File: config.mk
export PLATFORM = sky130hd
export DESIGN_NAME = motor_ctrl_multi
export DESIGN_NICKNAME = d
export VERILOG_FILES = /design/src/rtl/motor_ctrl_pkg.sv /design/src/rtl/motor_ch.sv /design/src/rtl/motor_ctrl_multi.sv
export SDC_FILE = /design/constraint.sdc
export NUM_CORES = 1
export LEC_CHECK = 0
export ABC_AREA = 1
export BUFFER_PORTS_ARGS = -buffer_cell sky130_fd_sc_hd__buf_2
export CAP_MARGIN = 0
export CELL_PAD_IN_SITES_DETAIL_PLACEMENT = 1
export CELL_PAD_IN_SITES_GLOBAL_PLACEMENT = 1
export CORE_MARGIN = 2
export CORE_UTILIZATION = 40
export CTS_CLUSTER_DIAMETER = 100
export DETAILED_ROUTE_END_ITERATION = 8
export PLACE_DENSITY_LB_ADDON = 0.15
export SLEW_MARGIN = 20
export SYNTH_ARGS = -nofsm -noshare
export SYNTH_HDL_FRONTEND = slang
export SYNTH_SLANG_ARGS = --single-unit
export TNS_END_PERCENT = 1
File: constraint.sdc
create_clock -name clk -period 1.8 [get_ports clk]
set_clock_uncertainty 0.1 [all_clocks]
set_input_delay 0.45 -clock clk [delete_from_list [all_inputs] [get_ports clk]]
set_output_delay 0.45 -clock clk [all_outputs]
set_load 0.03 [all_outputs]
File: src/rtl/motor_ctrl_pkg.sv
// Shared state encoding for the multi-channel motor controller.
// Codes 5-7 are illegal and force a channel into FAULT.
package motor_ctrl_pkg;

  localparam int STATE_W = 3;

  typedef enum logic [STATE_W-1:0] {
    IDLE  = 3'd0,
    DN    = 3'd1,
    UP    = 3'd2,
    DEAD  = 3'd3,
    FAULT = 3'd4
  } state_t;

endpackage

File: src/rtl/motor_ch.sv
// One motor channel: limit-switch FSM with a shared travel-timeout / dead-time counter.
// Travel timeout is compiled in only when MOTOR_CTRL_TIMEOUT_EN is defined.
module motor_ch
  import motor_ctrl_pkg::*;
#(
  parameter int DEAD_CYCLES    = 8,
  parameter int TIMEOUT_CYCLES = 1000
) (
  input  logic               clk,
  input  logic               rst,
  input  logic               activate,
  input  logic               up_limit,
  input  logic               dn_limit,
  input  logic               fault_clr,
  output logic               motor_up,
  output logic               motor_dn,
  output logic               fault,
  output logic [STATE_W-1:0] state
);

  localparam int TO_W   = $clog2(TIMEOUT_CYCLES + 1);
  localparam int DEAD_W = $clog2(DEAD_CYCLES + 1);
  localparam int TW     = (TO_W > DEAD_W) ? TO_W : DEAD_W;

`ifdef MOTOR_CTRL_TIMEOUT_EN
  localparam bit TIMEOUT_EN = 1'b1;
`else
  localparam bit TIMEOUT_EN = 1'b0;
`endif

  state_t          state_q, state_d;
  logic [TW-1:0]   timer_q, timer_d;
  logic            expired;

  assign expired = TIMEOUT_EN && (timer_q == TW'(TIMEOUT_CYCLES - 1));
  assign state   = state_q;

  // The timer counts travel time up in DN/UP and the dead interval down in DEAD.
  always_comb begin
    state_d = state_q;
    timer_d = timer_q;
    case (state_q)
      IDLE: begin
        if (activate) begin
          if (up_limit && dn_limit) begin
            state_d = FAULT;
            timer_d = '0;
          end else if (up_limit) begin
            state_d = DN;
            timer_d = '0;
          end else begin
            state_d = UP;
            timer_d = '0;
          end
        end
      end
      DN: begin
        if (dn_limit) begin
          state_d = DEAD;
          timer_d = TW'(DEAD_CYCLES - 1);
        end else if (expired) begin
          state_d = FAULT;
          timer_d = '0;
        end else if (TIMEOUT_EN) begin
          timer_d = timer_q + TW'(1);
        end
      end
      UP: begin
        if (up_limit) begin
          state_d = DEAD;
          timer_d = TW'(DEAD_CYCLES - 1);
        end else if (expired) begin
          state_d = FAULT;
          timer_d = '0;
        end else if (TIMEOUT_EN) begin
          timer_d = timer_q + TW'(1);
        end
      end
      DEAD: begin
        if (timer_q == '0) begin
          state_d = IDLE;
        end else begin
          timer_d = timer_q - TW'(1);
        end
      end
      FAULT: begin
        if (fault_clr) begin
          state_d = IDLE;
        end
      end
      default: begin
        state_d = FAULT;
        timer_d = '0;
      end
    endcase
  end

  // Outputs are decoded from the next state so they change on the same edge as the state.
  always_ff @(posedge clk) begin
    if (rst) begin
      state_q  <= IDLE;
      timer_q  <= '0;
      motor_up <= 1'b0;
      motor_dn <= 1'b0;
      fault    <= 1'b0;
    end else begin
      state_q  <= state_d;
      timer_q  <= timer_d;
      motor_up <= (state_d == UP);
      motor_dn <= (state_d == DN);
      fault    <= (state_d == FAULT);
    end
  end

endmodule

File: src/rtl/motor_ctrl_multi.sv
// N independent motor channels; this level only slices inputs and packs control_state.
// Travel timeout is enabled by defining MOTOR_CTRL_TIMEOUT_EN.
module motor_ctrl_multi
  import motor_ctrl_pkg::*;
#(
  parameter int NCH            = 4,
  parameter int DEAD_CYCLES    = 8,
  parameter int TIMEOUT_CYCLES = 1000
) (
  input  logic                   clk,
  input  logic                   rst,
  input  logic [NCH-1:0]         activate,
  input  logic [NCH-1:0]         up_limit,
  input  logic [NCH-1:0]         dn_limit,
  input  logic [NCH-1:0]         fault_clr,
  output logic [NCH-1:0]         motor_up,
  output logic [NCH-1:0]         motor_dn,
  output logic [NCH-1:0]         fault,
  output logic [STATE_W*NCH-1:0] control_state
);

  for (genvar i = 0; i < NCH; i++) begin : g_ch
    motor_ch #(
      .DEAD_CYCLES   (DEAD_CYCLES),
      .TIMEOUT_CYCLES(TIMEOUT_CYCLES)
    ) u_ch (
      .clk      (clk),
      .rst      (rst),
      .activate (activate[i]),
      .up_limit (up_limit[i]),
      .dn_limit (dn_limit[i]),
      .fault_clr(fault_clr[i]),
      .motor_up (motor_up[i]),
      .motor_dn (motor_dn[i]),
      .fault    (fault[i]),
      .state    (control_state[STATE_W*i +: STATE_W])
    );
  end

endmodule

==> results.toml, run 1 <==
[floorplanning]
die-width_um = 104
initial_core_util = 0.411
dieArea_mm2 = 0.0109
placement_rows = 36
io_pins = 42
chipHeight_um = 104
core_region_area_mm2 = 0.00977

[power]
total_power_mw = 5.03
pwr_density_cell_mw_per_mm2 = 1110
vdd_ir_drop_max_v = 0.000522
leakage_power_nw = 2.27

[route]
drt.antenna.violating_nets = 0
drt_pre_antenna_iters = 4
dr_total_vias = 3950
detailedRoute.firstIterationViolations = 83
drt-total-wl_um = 10200
drt_drc_violations_left = 0
routed_length_per_instance_um = 12.8
viasPerCell = 4.94

[layout]
drive_above_1_share = 0.159
finalNonFillerCells = 800
layout-area-overhead-vs-synth_pct = 12.5
antenna-diode-count = 0
final_nets = 689

[run]
max-cap-violations = 0

[place]
number_of_input_and_output_port_buffers_inserted = 41
detailed_place_hpwl_um = 7850
placed_cells = 785
gp_congestion = 0.810

[clocking]
cts_inserted_buffers = 9
cts_hold_repair.buffers = 0
clock_latency_ns = 0.37
clock_tree.buffer_depth = 2
clockRootBuffer = "sky130_fd_sc_hd__clkbuf_8"
cts_tree = "done"
cts.sink_count = 64
clock_tree.htree_level_count = 3
post_cts_resized = 0
clk_pin_slew_worst_paths_ns = 0.07
cts.repair_timing.setup_buffer_count = 0

[outcome]
run_status = "finished clean"

[critical_path]
crit_start = "g_ch[1].u_ch.state[1]"
cp-start-kind = "flip-flop"
worst_setup_path_end_kind = "output port"
critical_path.reg2reg.startpoint = "g_ch[2].u_ch.timer_q[0]"
crit_path_max_fanout = 7
cpLargestDelayFamily = "flip-flops"
cp_data_arrival_time_ns = 1.13
rr_worst_depth = 9
critical_path.max_stage_delay_ns = 0.51
cp_data_required_time_ns = 1.25
timing_worst_setup_path_type = "flip-flop to output port"
worst_path_max_delay_cell = "sky130_fd_sc_hd__dfxtp_1"
timing.critical_path.buf_inv = 1
timing.critical_path.depth = 1
timing.critical_path.cells = "buf_2"

[timing]
rsz0062_at_grt = "no"
maxClockFrequency_mhz = 594
fin_tns_setup_ns = 0
worstMarginPinSlew_ns = 0.409
drv_slew = 0
report.final.hold_viol_count = 0
finalCriticalPeriod_ns = 1.68
final-setup-viol-count = 0
min_period_over_period = 0.935
slew_headroom = 0.725

[synth]
yosys.area.top_type_share = 0.319
synth.area.top_cells = "sky130_fd_sc_hd__dfxtp_1 32%, sky130_fd_sc_hd__nand2_1 13%, sky130_fd_sc_hd__nor2_1 9.3%"
post_synth_design_cell_area_mm2 = 0.00402
synth.yosys.seq_area_share = 0.319
syn_nets = 649
synth-warning-count = 0
syn-instance-count = 623
synth_cell_types = 37
synth.avg_cell_area_um2 = 6.45
synth_seq_cells = 64
yosysTopAreaCell = "sky130_fd_sc_hd__dfxtp_1"

[grt]
via_count_of_the_first_global_routing_pass = 3905
grt_first_pass_wirelength_um = 17600
grt_use_total = 0.197
grt_antenna_before_repair = 0
maximum_number_of_pins_on_one_net_before_global_route_repair = 27
grt_overflow_total = 0

[min_path]
hold_start = "fault_clr[1]"
worst_hold_path.num_cells = 4
holdCritPathClass = "primary input to flip-flop"
[routing by layer]
layer  vias to the layer above  wire length, µm  track usage
li1                       2024                -            -
met4                         0              149       0.0637
met2                        32             5040        0.343
met5                         -                0            0
met3                        18              261       0.0533
met1                      1876             4750        0.235
[cell usage in the layout, fill, tap and decap left out, types with 3 or more instances in the layout]
cell type                  Yosys  routed
sky130_fd_sc_hd__nand2_4       5       5
sky130_fd_sc_hd__nor3_1        7       7
sky130_fd_sc_hd__nor2_4        8       9
sky130_fd_sc_hd__dfxtp_1      64      64
sky130_fd_sc_hd__nand3_1      44      44
sky130_fd_sc_hd__o21ai_0      18      18
sky130_fd_sc_hd__buf_2         2      41
sky130_fd_sc_hd__a21oi_1      35      35
sky130_fd_sc_hd__nand2_1     143     143
sky130_fd_sc_hd__nand2_2       6       6
sky130_fd_sc_hd__nor2_1      100     100
sky130_fd_sc_hd__nor2_2        6       5
sky130_fd_sc_hd__o21ai_1       3       3
sky130_fd_sc_hd__buf_4        12       4
sky130_fd_sc_hd__clkbuf_8      0      10
sky130_fd_sc_hd__inv_2         7       7
sky130_fd_sc_hd__xor2_1        7       7
sky130_fd_sc_hd__inv_1        95      95
sky130_fd_sc_hd__nand4_1      25      25
sky130_fd_sc_hd__a21oi_2       4       4
sky130_fd_sc_hd__nand3_4       3       3
sky130_fd_sc_hd__ha_1          8       8
[power by group]
group / total, mW / internal, mW / leakage, nW / switching, mW
Sequential: 1.72 / 1.58 / 0.522 / 0.140
Clock: 1.24 / 0.668 / 0.0925 / 0.569
Combinational: 2.07 / 0.690 / 1.66 / 1.38
[synth_stat cells]
master,count
sky130_fd_sc_hd__nand2_1,143
sky130_fd_sc_hd__nor2_1,100
sky130_fd_sc_hd__inv_1,95
sky130_fd_sc_hd__dfxtp_1,64
sky130_fd_sc_hd__nand3_1,44
sky130_fd_sc_hd__a21oi_1,35
sky130_fd_sc_hd__nand4_1,25
sky130_fd_sc_hd__o21ai_0,18
sky130_fd_sc_hd__buf_4,12
sky130_fd_sc_hd__ha_1,8
sky130_fd_sc_hd__nor2_4,8
sky130_fd_sc_hd__inv_2,7
sky130_fd_sc_hd__nor3_1,7
sky130_fd_sc_hd__xor2_1,7
sky130_fd_sc_hd__nand2_2,6
sky130_fd_sc_hd__nor2_2,6
sky130_fd_sc_hd__nand2_4,5
sky130_fd_sc_hd__a21oi_2,4
sky130_fd_sc_hd__clkbuf_1,3
sky130_fd_sc_hd__nand3_4,3
sky130_fd_sc_hd__o21ai_1,3
sky130_fd_sc_hd__a41oi_1,2
sky130_fd_sc_hd__buf_2,2
sky130_fd_sc_hd__nand3_2,2
sky130_fd_sc_hd__nor3_4,2
sky130_fd_sc_hd__a21boi_0,1
sky130_fd_sc_hd__a31oi_1,1
sky130_fd_sc_hd__and2_1,1
sky130_fd_sc_hd__clkinv_1,1
sky130_fd_sc_hd__clkinv_4,1
sky130_fd_sc_hd__inv_4,1
sky130_fd_sc_hd__nor2_8,1
sky130_fd_sc_hd__nor2b_1,1
sky130_fd_sc_hd__o211a_1,1
sky130_fd_sc_hd__o21ai_2,1
sky130_fd_sc_hd__o21bai_1,1
sky130_fd_sc_hd__xnor2_1,1
[stage by stage]
stage	util	setup slack [ns]	area [µm²]	hold slack, ns
5_1_grt	0.463	0.00993	4520	0.290
4_1_cts	0.462	0.0807	4520	0.260
2_1_floorplan	-	0.191	4020	0.345
3_5_place_dp	0.443	0.106	4330	0.376
6_report	0.463	0.117	4520	0.281
3_3_place_gp	0.443	0.120	4330	0.356
[final timing paths]
kind | endpoint | slack (ns)
setup / recovery | control_state[4] | 0.12
hold / removal | g_ch[1].u_ch.fault | 0.28
setup reg to reg | g_ch[2].u_ch.timer_q[3] | 0.14
hold reg to reg | g_ch[0].u_ch.timer_q[1] | 0.38
[cell families after synthesis]
family | Yosys count | synth area share
flops | 64 | 0.319
compound gates | 67 | 0.0928
fa+ha+maj | 8 | 0.0249
buf+inv | 122 | 0.128
simple gates | 354 | 0.419
xor+xnor | 8 | 0.0174
[sequential cells by signal, summed over array words and instances, names as in the netlist]
register / count
g_ch.u_ch.fault: 4
g_ch.u_ch.motor_dn: 4
g_ch.u_ch.motor_up: 4
g_ch.u_ch.state: 12
g_ch.u_ch.timer_q: 40
[cell type report]
class / instances / area (µm²)
tap: 133 / 166
inverter: 105 / 402
clock buffer: 12 / 145
clock inverter: 3 / 42.5
multi-input combinational: 437 / 2230
fill: 1362 / 5250
sequential: 64 / 1280
timing repair buffer: 46 / 255
(Power assumes the default switching activity.)
==> inputs of run 2 (changes only) <==
Settings changed: ABC_AREA 1 to unset, PLACE_DENSITY_LB_ADDON 0.15 to 0.1.
==> results.toml, run 2 <==
[outcome]
run_status = "finished with violations"
failed_checks = "setup timing"

[clocking]
clk_pin_slew_worst_paths_ns = 0.08
clock_tree.buffer_depth = 2
cts.sink_count = 64
cts_inserted_buffers = 9
cts_hold_repair.buffers = 0
clock_tree.htree_level_count = 3
clock_latency_ns = 0.35
cts_tree = "done"
clockRootBuffer = "sky130_fd_sc_hd__clkbuf_8"

[grt]
grt_overflow_total = 0
grt_antenna_before_repair = 0
grt_first_pass_wirelength_um = 16600
maximum_number_of_pins_on_one_net_before_global_route_repair = 34
grt_use_total = 0.212
via_count_of_the_first_global_routing_pass = 3574

[synth]
asyncSetResetFlopFracSynth = 0
synth-xor-area-share = 0.0627
yosys.area.top_type_share = 0.367
synth-edff-count = 0
synth.mux.area_fraction = 0.00573
ys.flop_type = "sky130_fd_sc_hd__dfxtp_1"
syn_nets = 449
synth-warning-count = 0
synth_compound_area_frac = 0.180
synth-simple-area-share = 0.293
yosysTopAreaCell = "sky130_fd_sc_hd__dfxtp_1"
synth.area.top_cells = "sky130_fd_sc_hd__dfxtp_1 37%, sky130_fd_sc_hd__nor2_1 6.4%, sky130_fd_sc_hd__xor2_1 6.3%"
synth_common_cells = "64 x sky130_fd_sc_hd__dfxtp_1, 60 x sky130_fd_sc_hd__nor2_1, 31 x sky130_fd_sc_hd__a21oi_1, 25 x sky130_fd_sc_hd__xor2_1, 22 x sky130_fd_sc_hd__o21ai_0"
synth.yosys.seq_area_share = 0.367
synth.avg_cell_area_um2 = 8.26
post_synth_design_cell_area_mm2 = 0.00349
synth_cell_types = 55
synth-adder-area-share = 0.0286
most_common_cell_in_the_synthesized_netlist = "sky130_fd_sc_hd__dfxtp_1"
synth_top_family_by_area = "simple AND/OR/NAND/NOR gates"
syn-instance-count = 423
synth_seq_cells = 64

[layout]
final_area_mm2 = 0.00469
layout_commonest_cell = "sky130_fd_sc_hd__buf_4"
layout_common_cells = "83 x sky130_fd_sc_hd__buf_4, 59 x sky130_fd_sc_hd__nor2_1, 52 x sky130_fd_sc_hd__dfxtp_1"
finalNonFillerCells = 643
finalCoreUtilization = 0.545
drive_above_1_share = 0.355
antenna-diode-count = 0
largest_reg_flops = 40
regMostFlops = "g_ch.u_ch.timer_q"
layout-area-overhead-vs-synth_pct = 34.1
final_nets = 556

[timing]
finalCriticalPeriod_ns = 2.02
slew_headroom = 0.593
finalHoldWorstSlack_ns = 0.206
worstMarginPinSlew_ns = 0.608
min_period_over_period = 1.12
rsz0062_at_grt = "yes"
final-setup-viol-count = 21
drv_slew = 0
report.final.hold_viol_count = 0
maxClockFrequency_mhz = 495
fin_ws_ns = -0.222

[route]
drt_pre_antenna_iters = 4
detailedRoute.firstIterationViolations = 45
drt_drc_violations_left = 0
drt.antenna.violating_nets = 0
dr_total_vias = 3455
routed_length_per_instance_um = 15.3
viasPerCell = 5.37
drt-total-wl_um = 9850

[place]
number_of_input_and_output_port_buffers_inserted = 41
gp_congestion = 0.781
placed_area_mm2 = 0.00431
detailed_place_hpwl_um = 7160
placed_cells = 624

[floorplanning]
initial_core_util = 0.407
placement_rows = 34
chipHeight_um = 97.5
die-width_um = 97.5
core_region_area_mm2 = 0.00859
dieArea_mm2 = 0.00950
io_pins = 42

[critical_path]
cp-start-kind = "flip-flop"
cp_data_arrival_time_ns = 2.14
worst_setup_path_end_kind = "flip-flop"
cp_data_required_time_ns = 1.92
crit_path_max_fanout = 8
timing_worst_setup_path_type = "flip-flop to flip-flop"

[power]
vdd_ir_drop_max_v = 0.000582
pwr_density_cell_mw_per_mm2 = 1290
leakage_power_nw = 2.00

[min_path]
holdCritPathClass = "primary input to flip-flop"

[run]
max-cap-violations = 0
## run 2: final cells by class
type / count / area [µm²]
clock buffer: 11 / 141
clock inverter: 5 / 56.3
fill: 1056 / 3910
inverter: 14 / 52.6
multi-input combinational: 315 / 2150
sequential: 64 / 1300
tap: 108 / 135
timing repair buffer: 126 / 851
## run 2: cell families (layout without fill, tap and decap cells)
logic type,count (synthesis),after routing
and+or+nand+nor,184,184
AOI/OAI and AO/OA,96,96
DFF,64,64
buffers and inverters,44,156
xor gates and xnor gates,25,25
adders and majority gates,8,8
muxes,2,2
## run 2: power breakdown
part	internal, mW	leakage (nW)	switching, mW
registers	1.69	0.529	0.237
logic	1.36	1.37	1.51
clock network	0.676	0.0993	0.594
## run 2: final timing paths
check | startpoint | end | slack (ns) | cells past startpoint
worst min-delay path | fault_clr[3] | g_ch[3].u_ch.state[2] | 0.21 | 2
worst min register to register | g_ch[1].u_ch.timer_q[4] | g_ch[1].u_ch.timer_q[4] | 0.41 | 2
worst max-delay path | g_ch[3].u_ch.timer_q[4] | g_ch[3].u_ch.timer_q[1] | -0.22 | 5
worst max register to register | g_ch[3].u_ch.timer_q[4] | g_ch[3].u_ch.timer_q[1] | -0.22 | 5
## run 2: metal layers
metal,share of wire,vias to the layer above,global-route usage,wire (µm)
met3,0.018,13,0.0273,177
li1,-,1724,-,-
met1,0.46,1686,0.271,4530
met4,0.015,0,0.0791,152
met2,0.51,32,0.364,4990
met5,0,-,0,0
## run 2: through the flow
step / TNS [ns] / setup WS [ns] / power (mW)
floorplan: -4.67 / -0.212 / 3.58
global placement: -2.94 / -0.189 / 4.46
detailed placement: -3.96 / -0.247 / 4.57
CTS: -3.14 / -0.230 / 5.99
global route: -5.37 / -0.313 / 6.51
finish: -3.26 / -0.222 / 6.07
## run 2: repair_timing
action / CTS / global route
pin swaps: 12 / 8
gates resized for setup: 22 / 15
endpoints found under the setup margin: 33 / 36
buffers inserted: 0 / 3
## run 2: worst max-delay path: stages, from the launching register on
cell	delay [ns]
sky130_fd_sc_hd__dfxtp_2	0.32
sky130_fd_sc_hd__or4_4	0.53
sky130_fd_sc_hd__or4b_4	0.57
sky130_fd_sc_hd__and2_4	0.19
sky130_fd_sc_hd__a21oi_2	0.12
sky130_fd_sc_hd__nor2_1	0.06
==> inputs of run 3 (changes only) <==
--- a/config.mk
+++ b/config.mk
@@ -14,5 +14,5 @@
 export CTS_CLUSTER_DIAMETER = 100
 export DETAILED_ROUTE_END_ITERATION = 8
-export PLACE_DENSITY_LB_ADDON = 0.1
+export PLACE_DENSITY_LB_ADDON = 0.15
 export SLEW_MARGIN = 20
 export SYNTH_ARGS = -nofsm -noshare
==> constraint.sdc (replaced) <==
create_clock -name clk -period 1.8 [get_ports clk]
set_clock_uncertainty 0.1 [all_clocks]
set_input_delay 0.09 -clock clk [delete_from_list [all_inputs] [get_ports clk]]
set_output_delay 0.09 -clock clk [all_outputs]
set_load 0.03 [all_outputs]
==> results.toml, run 3 (same netlist as run 2, synthesis figures left out) <==
[outcome]
run_status = "finished with violations"
failed_checks = "setup timing"

[route]
detailedRoute.firstIterationViolations = 44
viasPerCell = 5.39
routed_length_per_instance_um = 16.0
drt.antenna.violating_nets = 0
drt_drc_violations_left = 0
drt-total-wl_um = 10100
drt_pre_antenna_iters = 4
dr_total_vias = 3419

[layout]
nFillCells = 1057
drive_above_1_share = 0.348
seq_cell_area_mm2 = 0.00129
regMostFlops = "g_ch.u_ch.timer_q"
antenna-diode-count = 0
multiInputGateArea_mm2 = 0.00218
layout_common_cells = "71 x sky130_fd_sc_hd__buf_4, 59 x sky130_fd_sc_hd__nor2_1, 53 x sky130_fd_sc_hd__dfxtp_1"
layout_commonest_cell = "sky130_fd_sc_hd__buf_4"
final_nets = 548
layout-area-overhead-vs-synth_pct = 32.8
finalCoreUtilization = 0.540
largest_reg_flops = 40

[timing]
finalHoldWorstSlack_ns = 0.0355
finalCriticalPeriod_ns = 1.99
drv_slew = 0
rsz0062_at_grt = "yes"
min_period_over_period = 1.11
worstMarginPinSlew_ns = 0.554
report.final.hold_viol_count = 0
maxClockFrequency_mhz = 502
final-setup-viol-count = 20
fin_tns_setup_ns = -2.88
fin_ws_ns = -0.194
slew_headroom = 0.625

[power]
pwr-share-comb = 0.487
vdd_ir_drop_max_v = 0.000483
pwr_density_cell_mw_per_mm2 = 1290
net-switching-power_mw = 2.37
leakage_power_nw = 1.96
sequentialPowerShare = 0.321
p_clk_frac = 0.192
p_int_mw = 3.62
sw_frac_of_total = 0.396
total_power_mw = 5.99

[critical_path]
timing.critical_path.depth = 5
cp-start-kind = "flip-flop"
worst_setup_path_end_kind = "flip-flop"
worst_path_max_delay_cell = "sky130_fd_sc_hd__or4b_4"
critical_path.max_stage_delay_ns = 0.56
cp_data_required_time_ns = 1.93
rr_worst_depth = 5
timing.critical_path.cells = "or4_4, or4b_4, and2_4, o211ai_1, o21ai_2"
crit_path_max_fanout = 8
cpLargestDelayFamily = "simple AND/OR/NAND/NOR gates"
timing_worst_setup_path_type = "flip-flop to flip-flop"
cp_data_arrival_time_ns = 2.12
timing.critical_path.buf_inv = 0

[min_path]
holdCritPathClass = "primary input to flip-flop"
worst_hold_path.num_cells = 3

[floorplanning]
chipHeight_um = 97.5
dieArea_mm2 = 0.00950
core_region_area_mm2 = 0.00859
placement_rows = 34
initial_core_util = 0.407
die-width_um = 97.5
io_pins = 42

[grt]
maximum_number_of_pins_on_one_net_before_global_route_repair = 34
grt_antenna_before_repair = 0
via_count_of_the_first_global_routing_pass = 3629
grt_first_pass_wirelength_um = 16800
grt_use_total = 0.213
grt_overflow_total = 0

[clocking]
clock_latency_ns = 0.34
cts_inserted_buffers = 9
cts.sink_count = 64
clock_tree.buffer_depth = 2
cts_tree = "done"
clockRootBuffer = "sky130_fd_sc_hd__clkbuf_8"
clock_tree.htree_level_count = 3
clk_pin_slew_worst_paths_ns = 0.08

[place]
gp_congestion = 0.813
detailed_place_hpwl_um = 7170
number_of_input_and_output_port_buffers_inserted = 41

[run]
max-cap-violations = 0
[run 3: worst paths after layout]
kind                                  end  slack [ns]                     from
hold / removal      g_ch[0].u_ch.state[2]        0.04             fault_clr[0]
setup reg to reg  g_ch[3].u_ch.timer_q[2]       -0.19  g_ch[3].u_ch.timer_q[6]
hold reg to reg   g_ch[1].u_ch.timer_q[4]        0.43  g_ch[1].u_ch.timer_q[4]
setup / recovery  g_ch[3].u_ch.timer_q[2]       -0.19  g_ch[3].u_ch.timer_q[6]
[run 3: routing by layer]
metal  track usage  part of all wire  vias to the layer above
li1              -                 -                     1707
met2         0.384              0.51                       27
met4        0.0801             0.015                        0
met1         0.256              0.46                     1673
met5             0                 0                        -
met3        0.0317             0.018                       12
[run 3: what timing repair did]
item                                    CTS  global route
endpoints found under the hold margin     6             0
endpoints found under the setup margin   34            46
hold buffers                              3             0
gates resized for setup                  23            20
buffers inserted                          1             0
pin swaps                                12            14
[run 3: layout make-up]
class,count,share of cell area
inverters,14,0.0113
well taps,108,0.0291
clock inverters,3,0.00378
flip-flops and latches,64,0.279
multi-input cells,315,0.470
clock buffers,12,0.0334
repair buffers,118,0.173
[run 3: worst min-delay path, delay by kind of cell]
kind / cells / cell delay, ns
buffers and inverters: 1 / 0.08
AO/OA/AOI/OAI: 1 / 0.11
AND/OR/NAND/NOR: 1 / 0.15
[run 3: power groups by stage]
stage / Clock (mW) / Combinational, mW / Sequential, mW
detailed placement: 0 / 2.61 / 1.93
floorplan: 0 / 1.62 / 1.96
global route: 1.23 / 3.23 / 1.96
finish: 1.15 / 2.92 / 1.92
global placement: 0 / 2.51 / 1.91
CTS: 1.17 / 2.77 / 1.91
[run 3: stage by stage]
step           cell area, µm²  worst slack [ns]  std cells
4_1_cts                  4550            -0.219        634
3_3_place_gp             4240            -0.184        615
2_1_floorplan            3530            -0.212        423
3_5_place_dp             4240            -0.260        615
5_1_grt                  4640            -0.279        634
6_report                 4640            -0.194        634
